<file path="config.mk">
export PLATFORM = sky130hd
export DESIGN_NAME = regfile_host_port
export DESIGN_NICKNAME = d
export VERILOG_FILES = /design/src/rtl/regfile_host_port_pkg.sv /design/src/rtl/regfile_host_port.sv
export SDC_FILE = /design/constraint.sdc
export NUM_CORES = 1
export LEC_CHECK = 0
export BUFFER_PORTS_ARGS = -buffer_cell sky130_fd_sc_hd__buf_4
export CORE_MARGIN = 2
export CORE_UTILIZATION = 40
export CTS_CLUSTER_DIAMETER = 150
export DETAILED_ROUTE_END_ITERATION = 8
export PLACE_DENSITY = 0.73
export SETUP_SLACK_MARGIN = 0.15
export SYNTH_ARGS = -nofsm -noshare
export SYNTH_HDL_FRONTEND = slang
export SYNTH_SLANG_ARGS = --single-unit
</file>
<file path="constraint.sdc">
create_clock -name clock -period 9.9 [get_ports clock]
set_input_delay 1.98 -clock clock [delete_from_list [all_inputs] [get_ports clock]]
set_output_delay 1.98 -clock clock [all_outputs]
set_load 0.005 [all_outputs]
</file>
<file path="src/rtl/regfile_host_port_pkg.sv">
// Shared constants for the 32 x 64-bit register file and the host-side blocks that drive it.
package regfile_host_port_pkg;

    localparam int RF_DATA_W    = 64;
    localparam int RF_ADDR_W    = 5;
    localparam int RF_REG_COUNT = 1 << RF_ADDR_W;

    localparam logic [1:0] OP_READ  = 2'b00;
    localparam logic [1:0] OP_WRITE = 2'b01;
    localparam logic [1:0] OP_DUMP  = 2'b10;
    localparam logic [1:0] OP_CLEAR = 2'b11;

    typedef enum logic [2:0] {
        S_IDLE  = 3'd0,
        S_WR    = 3'd1,
        S_RSP   = 3'd2,
        S_DUMP  = 3'd3,
        S_CLEAR = 3'd4,
        S_ACK   = 3'd5
    } state_t;

endpackage

</file>
<file path="src/rtl/regfile_host_port.sv">
// Host-side initiator for the register file: single READ/WRITE commands plus bulk DUMP and CLEAR.
//
// state | meaning
// IDLE  | waiting for a command, cmd_ready high
// WR    | one-cycle write strobe with latched addr/data
// RSP   | single READ beat held until rsp_ready
// DUMP  | streaming registers 0..last, one beat per handshake
// CLEAR | writing zero to register ptr, one per cycle
// ACK   | CLEAR completion beat held until rsp_ready
module regfile_host_port
    import regfile_host_port_pkg::*;
#(
    parameter int DATA_W = RF_DATA_W,
    parameter int ADDR_W = RF_ADDR_W
) (
    input  logic              clock,
    input  logic              reset,
    input  logic              cmd_valid,
    output logic              cmd_ready,
    input  logic [1:0]        cmd_op,
    input  logic [ADDR_W-1:0] cmd_addr,
    input  logic [DATA_W-1:0] cmd_wdata,
    output logic              rsp_valid,
    input  logic              rsp_ready,
    output logic [ADDR_W-1:0] rsp_addr,
    output logic [DATA_W-1:0] rsp_data,
    output logic              rsp_last,
    output logic              busy,
    output logic [ADDR_W-1:0] rf_read_reg,
    input  logic [DATA_W-1:0] rf_read_data,
    output logic [ADDR_W-1:0] rf_write_reg,
    output logic [DATA_W-1:0] rf_write_data,
    output logic              rf_reg_write
);

    localparam logic [ADDR_W-1:0] LAST_IDX = {ADDR_W{1'b1}};
    localparam logic [ADDR_W-1:0] ONE      = {{(ADDR_W-1){1'b0}}, 1'b1};

    state_t              state, state_n;
    logic [ADDR_W-1:0]   ptr, ptr_n;
    logic [ADDR_W-1:0]   ptr_inc;
    logic [ADDR_W-1:0]   wr_addr, wr_addr_n;
    logic [DATA_W-1:0]   wr_data, wr_data_n;
    logic                rsp_valid_n, rsp_last_n;
    logic [ADDR_W-1:0]   rsp_addr_n;
    logic [DATA_W-1:0]   rsp_data_n;
    logic                cmd_fire, rsp_fire;

    assign ptr_inc   = ptr + ONE;
    assign cmd_ready = (state == S_IDLE) && !reset;
    assign busy      = (state != S_IDLE);
    assign cmd_fire  = cmd_valid && cmd_ready;
    assign rsp_fire  = rsp_valid && rsp_ready;

    always_ff @(posedge clock or posedge reset) begin
        if (reset) begin
            state     <= S_IDLE;
            ptr       <= '0;
            wr_addr   <= '0;
            wr_data   <= '0;
            rsp_valid <= 1'b0;
            rsp_last  <= 1'b0;
            rsp_addr  <= '0;
            rsp_data  <= '0;
        end else begin
            state     <= state_n;
            ptr       <= ptr_n;
            wr_addr   <= wr_addr_n;
            wr_data   <= wr_data_n;
            rsp_valid <= rsp_valid_n;
            rsp_last  <= rsp_last_n;
            rsp_addr  <= rsp_addr_n;
            rsp_data  <= rsp_data_n;
        end
    end

    // A DUMP captures register 0 on acceptance, so the read port must already point there.
    always_comb begin
        rf_read_reg = cmd_addr;
        case (state)
            S_IDLE:  if (cmd_op == OP_DUMP) rf_read_reg = '0;
            S_DUMP:  rf_read_reg = ptr_inc;
            default: rf_read_reg = cmd_addr;
        endcase
    end

    always_comb begin
        rf_reg_write  = 1'b0;
        rf_write_reg  = ptr;
        rf_write_data = '0;
        case (state)
            S_WR: begin
                rf_reg_write  = 1'b1;
                rf_write_reg  = wr_addr;
                rf_write_data = wr_data;
            end
            S_CLEAR: begin
                rf_reg_write  = 1'b1;
                rf_write_reg  = ptr;
                rf_write_data = '0;
            end
            default: ;
        endcase
    end

    always_comb begin
        state_n     = state;
        ptr_n       = ptr;
        wr_addr_n   = wr_addr;
        wr_data_n   = wr_data;
        rsp_valid_n = rsp_valid;
        rsp_last_n  = rsp_last;
        rsp_addr_n  = rsp_addr;
        rsp_data_n  = rsp_data;
        case (state)
            S_IDLE: begin
                if (cmd_fire) begin
                    case (cmd_op)
                        OP_READ: begin
                            rsp_valid_n = 1'b1;
                            rsp_addr_n  = cmd_addr;
                            rsp_data_n  = rf_read_data;
                            rsp_last_n  = 1'b1;
                            state_n     = S_RSP;
                        end
                        OP_WRITE: begin
                            wr_addr_n = cmd_addr;
                            wr_data_n = cmd_wdata;
                            state_n   = S_WR;
                        end
                        OP_DUMP: begin
                            ptr_n       = '0;
                            rsp_valid_n = 1'b1;
                            rsp_addr_n  = '0;
                            rsp_data_n  = rf_read_data;
                            rsp_last_n  = 1'b0;
                            state_n     = S_DUMP;
                        end
                        default: begin
                            ptr_n   = '0;
                            state_n = S_CLEAR;
                        end
                    endcase
                end
            end
            S_WR: state_n = S_IDLE;
            S_RSP, S_ACK: begin
                if (rsp_ready) begin
                    rsp_valid_n = 1'b0;
                    rsp_last_n  = 1'b0;
                    state_n     = S_IDLE;
                end
            end
            S_DUMP: begin
                if (rsp_fire) begin
                    if (ptr == LAST_IDX) begin
                        rsp_valid_n = 1'b0;
                        rsp_last_n  = 1'b0;
                        state_n     = S_IDLE;
                    end else begin
                        ptr_n      = ptr_inc;
                        rsp_addr_n = ptr_inc;
                        rsp_data_n = rf_read_data;
                        rsp_last_n = (ptr_inc == LAST_IDX);
                    end
                end
            end
            S_CLEAR: begin
                if (ptr == LAST_IDX) begin
                    rsp_valid_n = 1'b1;
                    rsp_addr_n  = LAST_IDX;
                    rsp_data_n  = '0;
                    rsp_last_n  = 1'b1;
                    state_n     = S_ACK;
                end else begin
                    ptr_n = ptr_inc;
                end
            end
            default: state_n = S_IDLE;
        endcase
    end

endmodule
</file>
==> flow_metrics.tcl <==
set metrics [dict create \
    status "finished, final reports clean" \
    fin_setup_tns_ns 0 \
    io_buffers 286 \
    critPathMostFrequentCell "buf_4" \
    yosysWarnings 0 \
    ys_types 51 \
    rsz0062_at_grt "false" \
    worstPathArrival_ns 3.34 \
    postCtsSetupRepairBufs 0 \
    clk_path_buf_depth 2 \
    place_hpwl_mm 13.3 \
    die_w_microns 137 \
    netlist_instances 628 \
    drt_iter0_markers 145 \
    core_sq_um 17200 \
    period_share_pct 53.8 \
    powerDensity_nw_per_um2 301 \
    fillCellCount 1463 \
    die_area_sq_um 18700 \
    grt_pass1_vias 5529 \
    htreeDepth 4 \
    drt-total-wl_mm 18.4 \
    ant_nets 0 \
    io_pins 287 \
    std_cell_rows 48 \
    drt-pass1-iter-count 4 \
    cp_max_fo 5 \
    syn_area_sq_um 7040 \
    crit_path_max_incr_delay_ns 0.58 \
    max-cap-violations 0 \
    slew_headroom_pct 37.5 \
    layout_commonest_cell "buf_4" \
    required_ns 7.92 \
    cts_hold_buf 0 \
    synth_ff_type "dfrtp_1" \
    crit_slowest_cell "a21oi_1" \
    cts_tree "yes" \
    clk_pin_slew_worst_paths_ns 0.06 \
    cts_root_buf "clkbuf_16" \
    clock-sinks 148 \
    avgSynthCellArea_sq_um 11.2 \
    setup_slack_ns 4.58 \
    antenna_found_initial 0 \
    finalPower_w 0.00302 \
    hold_path.class "reg2reg" \
    clkLatencyLatePin_ns 0.41 \
    area_growth_syn_to_layout_pct 42.0 \
    cts_resized 0 \
    fin_area_sq_um 10000 \
    max_freq_ghz 0.188 \
    routed-via-count 5432 \
    synthesis.nets 774 \
    multi_input_area_sq_um 2890 \
    p_leak_nw 5.26 \
    muxShareOfSynthArea_pct 22.2 \
    start_util_pct 40.9 \
    drc 0 \
    post_drt_wl_per_cell_microns 16.1 \
    track_usage_pct 19.7 \
    vdd_ir_drop_max_mv 0.143 \
    grt_pass1_wl_mm 28.5 \
    synthAdderAreaFrac_pct 1.24 \
    setup_violations 0 \
    placed_area_sq_um 9350 \
    drive_gt1_share_pct 36.5 \
    synth_edf_count 0 \
    synth_compound_area_share_pct 4.09 \
    grt_overflow 0 \
    ys_ff_latch 148 \
    finalClockSkew_ns 0.00768 \
    finalCoreUtilization_pct 58.0 \
    endpoint_kind "output pin" \
    synth_xor_xnor_area_share_pct 0.249 \
    seq_area_frac_synth_pct 52.6 \
    yosys.area_share.simple_pct 13.0 \
    fin_nets 1049 \
    gp_congestion 0.784 \
    path_cells "buf_4 -> inv_1 -> ha_1 -> a21oi_1 -> nand2_1 -> o21ai_0 -> buf_4" \
    worst_pin_slew_ns 0.935 \
    async_flop_share_pct 100 \
    vias_per_cell 4.76 \
    path_class "in2out" \
    regArea_sq_um 3700 \
    critPathLaunchType "primary input" \
    min_period_ns 5.32 \
    antenna_cells 0 \
    synth_top_family_by_area "multiplexers" \
    cts_buffers 17 \
    drv_slew 0 \
    die-height_microns 137 \
    final-hold-violation-count 0 \
    grt_max_degree 94 \
    layout_common_cells "293 x buf_4, 148 x dfrtp_1, 78 x mux2_1" \
    preCtsSetupSlack_ns 4.57 \
]
## cells by family after synthesis
| group | count (synthesis) |
|---|---|
| buffers and inverters | 109 |
| adders and majority gates | 7 |
| and+or+nand+nor | 173 |
| AOI/OAI and AO/OA | 43 |
| DFF | 148 |
| xor gates and xnor gates | 2 |
| muxes | 146 |
## final cells by class
class,instances,area share (%)
multi-input cells,371,28.8
clock buffers,21,4.60
repair buffers,293,22.0
inverters,72,2.75
clock inverters,11,1.98
flip-flops and latches,148,37.0
well taps,225,2.81
## worst max-delay path, delay by kind of cell
kind,cells,cell delay [ns]
adder cells (fa/ha/maj),1,0.26
AO/OA/AOI/OAI,2,0.69
buffers and inverters,3,0.29
AND/OR/NAND/NOR,1,0.11
## final timing paths
| kind | startpoint | endpoint | slack [ns] | depth (start not counted) |
|---|---|---|---|---|
| worst max-delay path | cmd_op[0] | rf_read_reg[1] | 4.58 | 7 |
| worst min-delay path | wr_data[49] | wr_data[49] | 0.48 | 1 |
| worst max register to register | ptr[0] | rsp_addr[2] | 6.38 | 8 |
| worst min register to register | wr_data[49] | wr_data[49] | 0.48 | 1 |
| max in group asynchronous | reset | wr_data[28] | 6.85 | 3 |
| min in group asynchronous | reset | state[2] | 1.72 | 2 |
## cell usage after synthesis, types with 2 or more instances
master | number | area share (%)
a211o_1 | 2 | 0.25
a21boi_0 | 3 | 0.32
a21o_1 | 2 | 0.21
a21oi_1 | 6 | 0.43
a221o_1 | 2 | 0.28
a31oi_1 | 2 | 0.18
and2_1 | 64 | 5.7
and3_1 | 3 | 0.27
buf_2 | 12 | 0.85
buf_4 | 7 | 0.75
clkbuf_1 | 16 | 0.85
dfrtp_1 | 148 | 53
ha_1 | 7 | 1.2
inv_1 | 71 | 3.8
mux2_1 | 78 | 12
mux2_2 | 2 | 0.32
mux2i_1 | 66 | 9.4
nand2_1 | 70 | 3.7
nand2b_1 | 4 | 0.36
nand3_1 | 2 | 0.14
nand3b_1 | 2 | 0.21
nor2_1 | 9 | 0.48
nor2b_1 | 6 | 0.53
o21ai_0 | 11 | 0.78
o21ai_1 | 2 | 0.14
o31a_1 | 2 | 0.25
o31ai_1 | 4 | 0.43
or2_1 | 2 | 0.18
## power breakdown
part | internal [W] | switching, W | leakage [nW]
Clock | 0.000463 | 0.000252 | 0.318
Combinational | 0.000678 | 0.000555 | 3.14
Sequential | 0.000903 | 0.000164 | 1.80
## per-stage QoR
| step | std cells | hold slack (ns) |
|---|---|---|
| 2_1_floorplan | 628 | 0.449 |
| 3_3_place_gp | 1109 | 0.458 |
| 3_5_place_dp | 1109 | 0.466 |
| 4_1_cts | 1141 | 0.480 |
| 5_1_grt | 1141 | 0.489 |
| 6_report | 1141 | 0.475 |
## layer usage
layer  vias to the layer above  track usage, %  routed length, microns
li1                       2602               -                       -
met1                      2576            24.2                    7580
met2                       238            32.2                    8640
met3                        16            7.07                    1950
met4                         0            6.83                     201
met5                         -               0                       0
## state kept, by name, indices dropped and copies added, names as in the netlist
| register | count |
|---|---|
| ptr | 5 |
| rsp_data | 64 |
| rsp_addr | 5 |
| wr_data | 64 |
| state | 3 |
| wr_addr | 5 |
| rsp_last | 1 |
| rsp_valid | 1 |
Note: power is estimated with default switching activity, not from simulation.
